--- src/rtl/majority_circuit_if.sv ---
// Voter bus: the sample vector with its valid qualifier going in, and the
// combinational and registered vote results coming back.
interface majority_circuit_if #(
  parameter int N = 5
) ();
  localparam int CW = $clog2(N + 1);

  logic [N-1:0]  x;
  logic          in_valid;
  logic          z;
  logic          z_q;
  logic [CW-1:0] count_q;
  logic          out_valid;

  modport master (
    output x,
    output in_valid,
    input  z,
    input  z_q,
    input  count_q,
    input  out_valid
  );

  modport slave (
    input  x,
    input  in_valid,
    output z,
    output z_q,
    output count_q,
    output out_valid
  );
endinterface

--- src/rtl/majority_circuit.sv ---
// N-input majority voter: combinational vote plus a valid-qualified registered
// copy of the vote and the popcount for pipelined use.
module majority_circuit #(
  parameter int N      = 5,
  parameter int THRESH = (N + 1) / 2
) (
  input logic              clk,
  input logic              rst,
  majority_circuit_if.slave bus
);
  localparam int CW = $clog2(N + 1);
  localparam logic [CW-1:0] THRESH_CW = CW'(THRESH);

  // Reject illegal configurations at elaboration rather than building a voter that ties or never fires.
  if ((N % 2) == 0 || N < 3) begin : g_badN
    $error("majority_circuit: N must be odd and at least 3 (N=%0d)", N);
  end
  if (THRESH < 1 || THRESH > N) begin : g_badThresh
    $error("majority_circuit: THRESH must be in 1..N (THRESH=%0d, N=%0d)", THRESH, N);
  end

  logic [CW-1:0] w_popCount;
  logic          w_vote;

  logic          r_zQ;
  logic [CW-1:0] r_countQ;
  logic          r_outValid;

  always_comb begin
    w_popCount = '0;
    for (int i = 0; i < N; i++) begin
      w_popCount = w_popCount + CW'(bus.x[i]);
    end
  end

  assign w_vote = (w_popCount >= THRESH_CW);

  // Vote and count only update on valid samples; out_valid pulses per accepted sample.
  always_ff @(posedge clk) begin
    if (rst) begin
      r_zQ       <= 1'b0;
      r_countQ   <= '0;
      r_outValid <= 1'b0;
    end else if (bus.in_valid) begin
      r_zQ       <= w_vote;
      r_countQ   <= w_popCount;
      r_outValid <= 1'b1;
    end else begin
      r_outValid <= 1'b0;
    end
  end

  assign bus.z         = w_vote;
  assign bus.z_q       = r_zQ;
  assign bus.count_q   = r_countQ;
  assign bus.out_valid = r_outValid;
endmodule

--- src/flat_wrapper.sv ---
// flat-port wrapper written by rule: the top's interface ports become plain ports
module majority_circuit_flat 
#(
  parameter int N      = 5,
  parameter int THRESH = (N + 1) / 2
)
  (clk, rst, bus_x, bus_in_valid, bus_z, bus_z_q, bus_count_q, bus_out_valid);
  majority_circuit_if #(.N(N)) bus_i ();
  input logic clk;
  input logic rst;
  input wire logic [$bits(bus_i.x)-1:0] bus_x;
  input wire logic [$bits(bus_i.in_valid)-1:0] bus_in_valid;
  output wire logic [$bits(bus_i.z)-1:0] bus_z;
  output wire logic [$bits(bus_i.z_q)-1:0] bus_z_q;
  output wire logic [$bits(bus_i.count_q)-1:0] bus_count_q;
  output wire logic [$bits(bus_i.out_valid)-1:0] bus_out_valid;
  assign bus_i.x = bus_x;
  assign bus_i.in_valid = bus_in_valid;
  assign bus_z = bus_i.z;
  assign bus_z_q = bus_i.z_q;
  assign bus_count_q = bus_i.count_q;
  assign bus_out_valid = bus_i.out_valid;
  majority_circuit #(.N(N), .THRESH(THRESH)) u_core (.clk(clk), .rst(rst), .bus(bus_i));
endmodule
--- config.mk ---
export PLATFORM = sky130hd
export DESIGN_NAME = majority_circuit_flat
export DESIGN_NICKNAME = d
export VERILOG_FILES = /design/src/rtl/majority_circuit_if.sv /design/src/rtl/majority_circuit.sv /design/src/flat_wrapper.sv
export SDC_FILE = /design/constraint.sdc
export NUM_CORES = 1
export LEC_CHECK = 0
export CORE_AREA = 2 2 39 41
export DETAILED_ROUTE_END_ITERATION = 8
export DIE_AREA = 0 0 41 43
export PLACE_DENSITY = 0.55
export RECOVER_POWER = 50
export SLEW_MARGIN = 0
export SYNTH_ARGS = -nofsm -noshare
export SYNTH_HDL_FRONTEND = slang
export SYNTH_SLANG_ARGS = --single-unit
--- constraint.sdc ---
create_clock -name clk -period 3.7 [get_ports clk]
set_input_delay 0.74 -clock clk [delete_from_list [all_inputs] [get_ports clk]]
set_output_delay 0.74 -clock clk [all_outputs]
set_load 0.03 [all_outputs]
==> metrics.md, run 1 <==
| Metric | Value |
|---|---|
| WL final | `505 um` |
| Pint | `148 uW` |
| RR Endpoint | `u_core.bus.z_q` |
| RSZ-0062 raised after global routing | `false` |
| Largest net degree at the start of global routing | `9` |
| CTS Root Cell | `clkbuf_4` |
| Drt first pass iters | `2` |
| Initial Utilization | `20.3%` |
| Die X | `41 um` |
| Routability cong. | `0.621` |
| Number of global-route vias before repair | `203` |
| MaxCap Viol Count | `0` |
| CORE AREA | `1380 um2` |
| Net switching power | `67.7 uW` |
| Via count | `242` |
| CP startpoint kind | `primary input` |
| Sequential area share after synthesis | `35.7%` |
| Seq cells post-synth | `5` |
| Fin Clk Skew | `0 ns` |
| Total die area | `1760 um2` |
| Reg2reg start | `u_core.bus.z_q` |
| GRT Resource Usage Total | `7.54%` |
| Crit-path max FO | `2` |
| Final core occ | `34.1%` |
| Cell count after synthesis | `27` |
| Syn nets | `39` |
| Vias per inst | `3.90` |
| Clk pwr share | `29.2%` |
| Min-delay src | `u_core.bus.count_q[1]` |
| Period utilization | `95.9%` |
| Die H | `43 um` |
| Slew HR | `77.6%` |
| Maximum VDD drop | `0.175 mV` |
| Sw Ratio | `31.4%` |
| Hold worst-path end | `u_core.bus.count_q[1]` |
| Initial DRC Count | `1` |
| Flop pwr share | `28.6%` |
| Power Density | `457 nW/um2` |
| Kind of critical path | `primary input to output port` |
| Critical path arrival | `2.81 ns` |
| Final setup violation count | `0` |
| Fin. max-slew vios | `0` |
| Outcome | `completed` |
| Final worst slack | `0.152 ns` |
| Port Buffers | `13` |
| Mean Syn Cell Area | `10.4 um2` |
| Synth cell types | `13` |
| Dpl ws | `-0.0715 ns` |
| TritonCTS Buffers | `3` |
| Boundary Pins | `14` |
| TritonCTS clock tree | `done` |
| First-pass GRT wire length | `855 um` |
| Final hold slack | `0.471 ns` |
| Layout cell share with drive strength beyond 1 | `30.4%` |
| Clock-pin slew on the worst setup and hold paths | `0.04 ns` |
| Yosys warnings | `0` |
| CP Data Required Time | `2.96 ns` |
| CP Capture Type | `output port` |
| Portion of total power attributed to combinational logic | `42.3%` |
| DP HPWL | `420 um` |
| Net count, final | `59` |
| Fmax | `0.282 GHz` |
| DRC viols | `0` |
| DR WL/cell | `8.15 um` |
| Hold path depth | `2` |
| Reg-to-reg slack, setup | `3.01 ns` |
| Reg2reg path depth | `2` |
| Row cnt | `14` |
| Period minus WS final | `3.55 ns` |
| Gr ovfl total | `0` |
| Post-route ant nets | `0` |
| Number of diodes | `0` |
| Synthesized area | `280 um2` |
| Leak pwr | `0.000218 uW` |
| CTS hold repair buffers | `0` |
| Initial antenna violation count | `0` |
| Area growth from synthesis to layout | `68.3%` |
| Worst min path class | `register to register` |
| CTS Buffer Depth | `2` |
| Clock latency at the later pin of the worst-skew pair | `0.24 ns` |
| Most frequent cells in the layout | `5 x dlygate4sd3_1, 5 x clkdlybuf4s50_1, 5 x dfxtp_1` |
| Clock Sinks | `5` |
| Slew @ Worst Pin | `0.336 ns` |
| CTS HTree Levels | `1` |
| Final hold vios | `0` |
[power groups by stage]
stage / logic, uW / registers (uW) / clock network [uW]
2_1_floorplan: 38.0 / 73.7 / 0
3_3_place_gp: 83.6 / 63.0 / 0
3_5_place_dp: 84.7 / 62.9 / 0
4_1_cts: 94.5 / 61.9 / 65.7
5_1_grt: 99.7 / 61.8 / 68.9
6_report: 91.2 / 61.6 / 62.9
[synth_stat cells (all sizes together)]
cell    n  area share (%)
a211oi  2             5.4
nor2b   1             2.2
a311oi  1             5.4
mux2i   1             3.6
dfxtp   5              36
nor2    4             6.3
nand2b  1             4.9
ha      2             8.9
buf     1             4.0
nand2   1             1.3
inv     6             8.0
fa      2              14
[sequential cells by signal, summed over array words and instances, names as in the netlist]
| register | count |
|---|---|
| u_core.bus.count_q | 3 |
| u_core.bus.out_valid | 1 |
| u_core.bus.z_q | 1 |
[worst max-delay path: stages]
cell,delay [ns]
dlygate4sd2_1,0.23
ha_1,0.29
inv_2,0.06
fa_1,0.40
inv_1,0.06
ha_2,0.16
inv_2,0.04
fa_1,0.50
nand2b_4,0.13
nand2_2,0.05
buf_6,0.14
[worst max-delay path by stage]
stage,startpoint,to,cells past startpoint
2_1_floorplan,bus_x[0],bus_z,9
3_3_place_gp,bus_x[0],bus_z,11
3_5_place_dp,bus_x[0],bus_z,11
5_1_grt,bus_x[1],bus_z,11
6_report,bus_x[1],bus_z,11
4_1_cts,bus_x[1],bus_z,11
[cells by family (layout without fill, tap and decap cells)]
logic type,after synthesis,in the layout,synth area share (%)
compound gates,3,3,10.7
fa+ha+maj,4,4,23.2
buf+inv,7,26,12.1
flops,5,5,35.7
mux,1,1,3.57
simple gates,7,7,14.7
[area by class of cell]
cell class | instances | area [um2]
sequential | 5 | 100
clock buffer | 4 | 26.3
fill | 165 | 912
multi-input combinational | 15 | 151
inverter | 6 | 22.5
timing repair buffer | 16 | 151
tap | 16 | 20.0
[what timing repair did]
item	CTS	global route
gates resized for setup	7	0
pin swaps	3	1
endpoints found under the setup margin	1	1
buffers inserted	1	0
[routing by layer]
metal  wire length (um)  track usage, %
met2                227            8.44
met1                215            10.3
met4                  0            4.00
met3                 61            5.24
met5                  0               0
[per-stage QoR]
step           TNS [ns]  instances  area (um2)  total power (uW)
2_1_floorplan         0         27         280               112
3_3_place_gp    -0.0238         57         432               147
3_5_place_dp    -0.0715         57         432               148
4_1_cts               0         62         472               222
5_1_grt               0         62         472               230
6_report              0         62         472               216
Note: power is estimated with default switching activity, not from simulation.
==> run 2: changes to the inputs <==
--- a/config.mk
+++ b/config.mk
@@ -10,6 +10,7 @@
 export DIE_AREA = 0 0 41 43
 export PLACE_DENSITY = 0.55
 export RECOVER_POWER = 50
+export SKIP_CTS_REPAIR_TIMING = 1
 export SLEW_MARGIN = 0
 export SYNTH_ARGS = -nofsm -noshare
 export SYNTH_HDL_FRONTEND = slang
==> constraint.sdc (replaced) <==
create_clock -name clk -period 3.9 [get_ports clk]
set_input_delay 0.78 -clock clk [delete_from_list [all_inputs] [get_ports clk]]
set_output_delay 0.78 -clock clk [all_outputs]
set_load 0.03 [all_outputs]
==> run 2 against run 1 <==
- final area shrank 1.6%
- combinational power shrank 12%
- clock power shrank 2%
- flip-flop and latch count is the same
- sequential power shrank 5.0%
- first-iteration DRC count grew 100%
- critical path depth shrank 1
- routed wire length grew 9.1%
- sequential share of layout area grew 0.34 points
- count of clock-buffer cells in the layout is the same
- critical path type unchanged
==> metrics.md, run 2 (synthesized netlist as in run 1, its figures left out) <==
| Metric | Value |
|---|---|
| Final hold vios | `0` |
| Power, Total | `201 uW` |
| DP HPWL | `402 um` |
| MaxCap Viol Count | `0` |
| GRT Resource Usage Total | `8.17%` |
| CTS Buffer Depth | `2` |
| Hold path depth | `2` |
| Fin Clk Skew | `0 ns` |
| Critical path's slowest cell | `fa_1` |
| Routability cong. | `0.585` |
| Crit-path max cell delay | `0.55 ns` |
| CORE AREA | `1380 um2` |
| Fillers | `160` |
| Maximum VDD drop | `0.164 mV` |
| Reg2reg start | `u_core.bus.z_q` |
| Setup TNS | `0 ns` |
| Layout cell share with drive strength beyond 1 | `27.3%` |
| Outcome | `completed` |
| Slew HR | `78.7%` |
| Portion of total power attributed to combinational logic | `40.0%` |
| Gr ovfl total | `0` |
| Hold worst-path end | `u_core.bus.count_q[2]` |
| Area growth from synthesis to layout | `65.6%` |
| DR WL/cell | `9.18 um` |
| Die X | `41 um` |
| TritonCTS Buffers | `3` |
| Clock latency at the later pin of the worst-skew pair | `0.25 ns` |
| CTS HTree Levels | `1` |
| Row cnt | `14` |
| DRC viols | `0` |
| Pint | `135 uW` |
| WL final | `551 um` |
| Clock-pin slew on the worst setup and hold paths | `0.04 ns` |
| CTS Root Cell | `clkbuf_4` |
| Post-route ant nets | `0` |
| Sw Ratio | `32.9%` |
| Met1 Track Usage GR | `7.82%` |
| Flop pwr share | `29.2%` |
| Slew @ Worst Pin | `0.319 ns` |
| Via count | `246` |
| Met3 Usage GRT | `9.42%` |
| Initial DRC Count | `2` |
| Crit-path cells | `clkdlybuf4s50_1 > inv_1 > fa_1 > inv_1 > ha_2 > inv_2 > fa_1 > nand2b_4 > nand2_2 > buf_6` |
| Fmax | `0.272 GHz` |
| Period minus WS final | `3.68 ns` |
| Min-delay src | `u_core.bus.count_q[2]` |
| Final setup violation count | `0` |
| Initial antenna violation count | `0` |
| Critical path arrival | `2.90 ns` |
| Period utilization | `94.3%` |
| CP bufs+invs | `5` |
| Clk pwr share | `30.9%` |
| Largest net degree at the start of global routing | `9` |
| Drt first pass iters | `2` |
| Max FFs per register | `3` |
| Crit-path max FO | `2` |
| RR Endpoint | `u_core.bus.z_q` |
| Most frequent cells in the layout | `5 x dlygate4sd3_1, 5 x clkdlybuf4s50_1, 5 x dfxtp_1` |
| Net count, final | `57` |
| GRT busiest layer | `met2` |
| CP Capture Type | `output port` |
| Reg-to-reg slack, setup | `3.21 ns` |
| First-pass GRT wire length | `855 um` |
| Kind of critical path | `primary input to output port` |
| Power Density | `432 nW/um2` |
| Die H | `43 um` |
| Top delay family on crit path | `adder cells` |
| CP startpoint kind | `primary input` |
| TritonCTS clock tree | `done` |
| CP Data Required Time | `3.12 ns` |
| RSZ-0062 raised after global routing | `false` |
| Port Buffers | `13` |
| Initial Utilization | `20.3%` |
| Final hold slack | `0.472 ns` |
| Number of diodes | `0` |
| Met2 GRT Util | `10.3%` |
| Worst min path class | `register to register` |
| Number of global-route vias before repair | `221` |
| Vias per inst | `4.10` |
| Fin. max-slew vios | `0` |
| Leak pwr | `0.000225 uW` |
| Reg2reg path depth | `2` |
| Clock Sinks | `5` |
| Net switching power | `66.1 uW` |
| Boundary Pins | `14` |
| Total die area | `1760 um2` |
==> run 2: power groups by stage <==
stage	registers (uW)	logic, uW	clock network (uW)
6_report	58.5	80.2	61.9
5_1_grt	58.8	88.2	71.9
4_1_cts	58.7	72.9	66.8
3_5_place_dp	59.7	72.4	0
3_3_place_gp	59.8	71.6	0
2_1_floorplan	69.9	36.1	0
==> run 2: how the worst max path moves through the flow <==
stage	from	endpoint	slack, ns	cells after the start
final	bus_x[2]	bus_z	0.22	10
after CTS	bus_x[0]	bus_z	0.05	11
after global routing	bus_x[2]	bus_z	0.1	10
after detailed placement	bus_x[0]	bus_z	0.05	11
after global placement	bus_x[0]	bus_z	0.07	11
after floorplan	bus_x[0]	bus_z	0.54	9
==> run 2: area by class of cell <==
| class | instances | area, um2 | area share, % |
|---|---|---|---|
| well taps | 16 | 20.0 | 4.31 |
| multi-input cells | 15 | 151 | 32.6 |
| clock buffers | 4 | 26.3 | 5.66 |
| repair buffers | 14 | 144 | 31.0 |
| inverters | 6 | 22.5 | 4.85 |
| flip-flops and latches | 5 | 100 | 21.6 |
==> run 2: stage by stage <==
step / setup slack [ns] / util, % / cell area, um2 / cells
after floorplan: 0.542 / - / 280 / 27
after global placement: 0.0701 / 30.1 / 417 / 55
after detailed placement: 0.0466 / 30.1 / 417 / 55
after CTS: 0.0461 / 32.0 / 443 / 59
after global routing: 0.0989 / 33.5 / 464 / 60
final: 0.222 / 33.5 / 464 / 60
==> run 2: metal layers <==
metal / vias up / wire length [um]
li1: 118 / -
met1: 110 / 195
met2: 15 / 249
met3: 3 / 94
met4: 0 / 11
met5: - / 0
==> run 2: worst register-to-register path: cells and delay by family, from the launching register on <==
| kind | cells | cell delay [ns] |
|---|---|---|
| AND/OR/NAND/NOR | 1 | 0.04 |
| flip-flops | 1 | 0.34 |
| AO/OA/AOI/OAI | 1 | 0.22 |
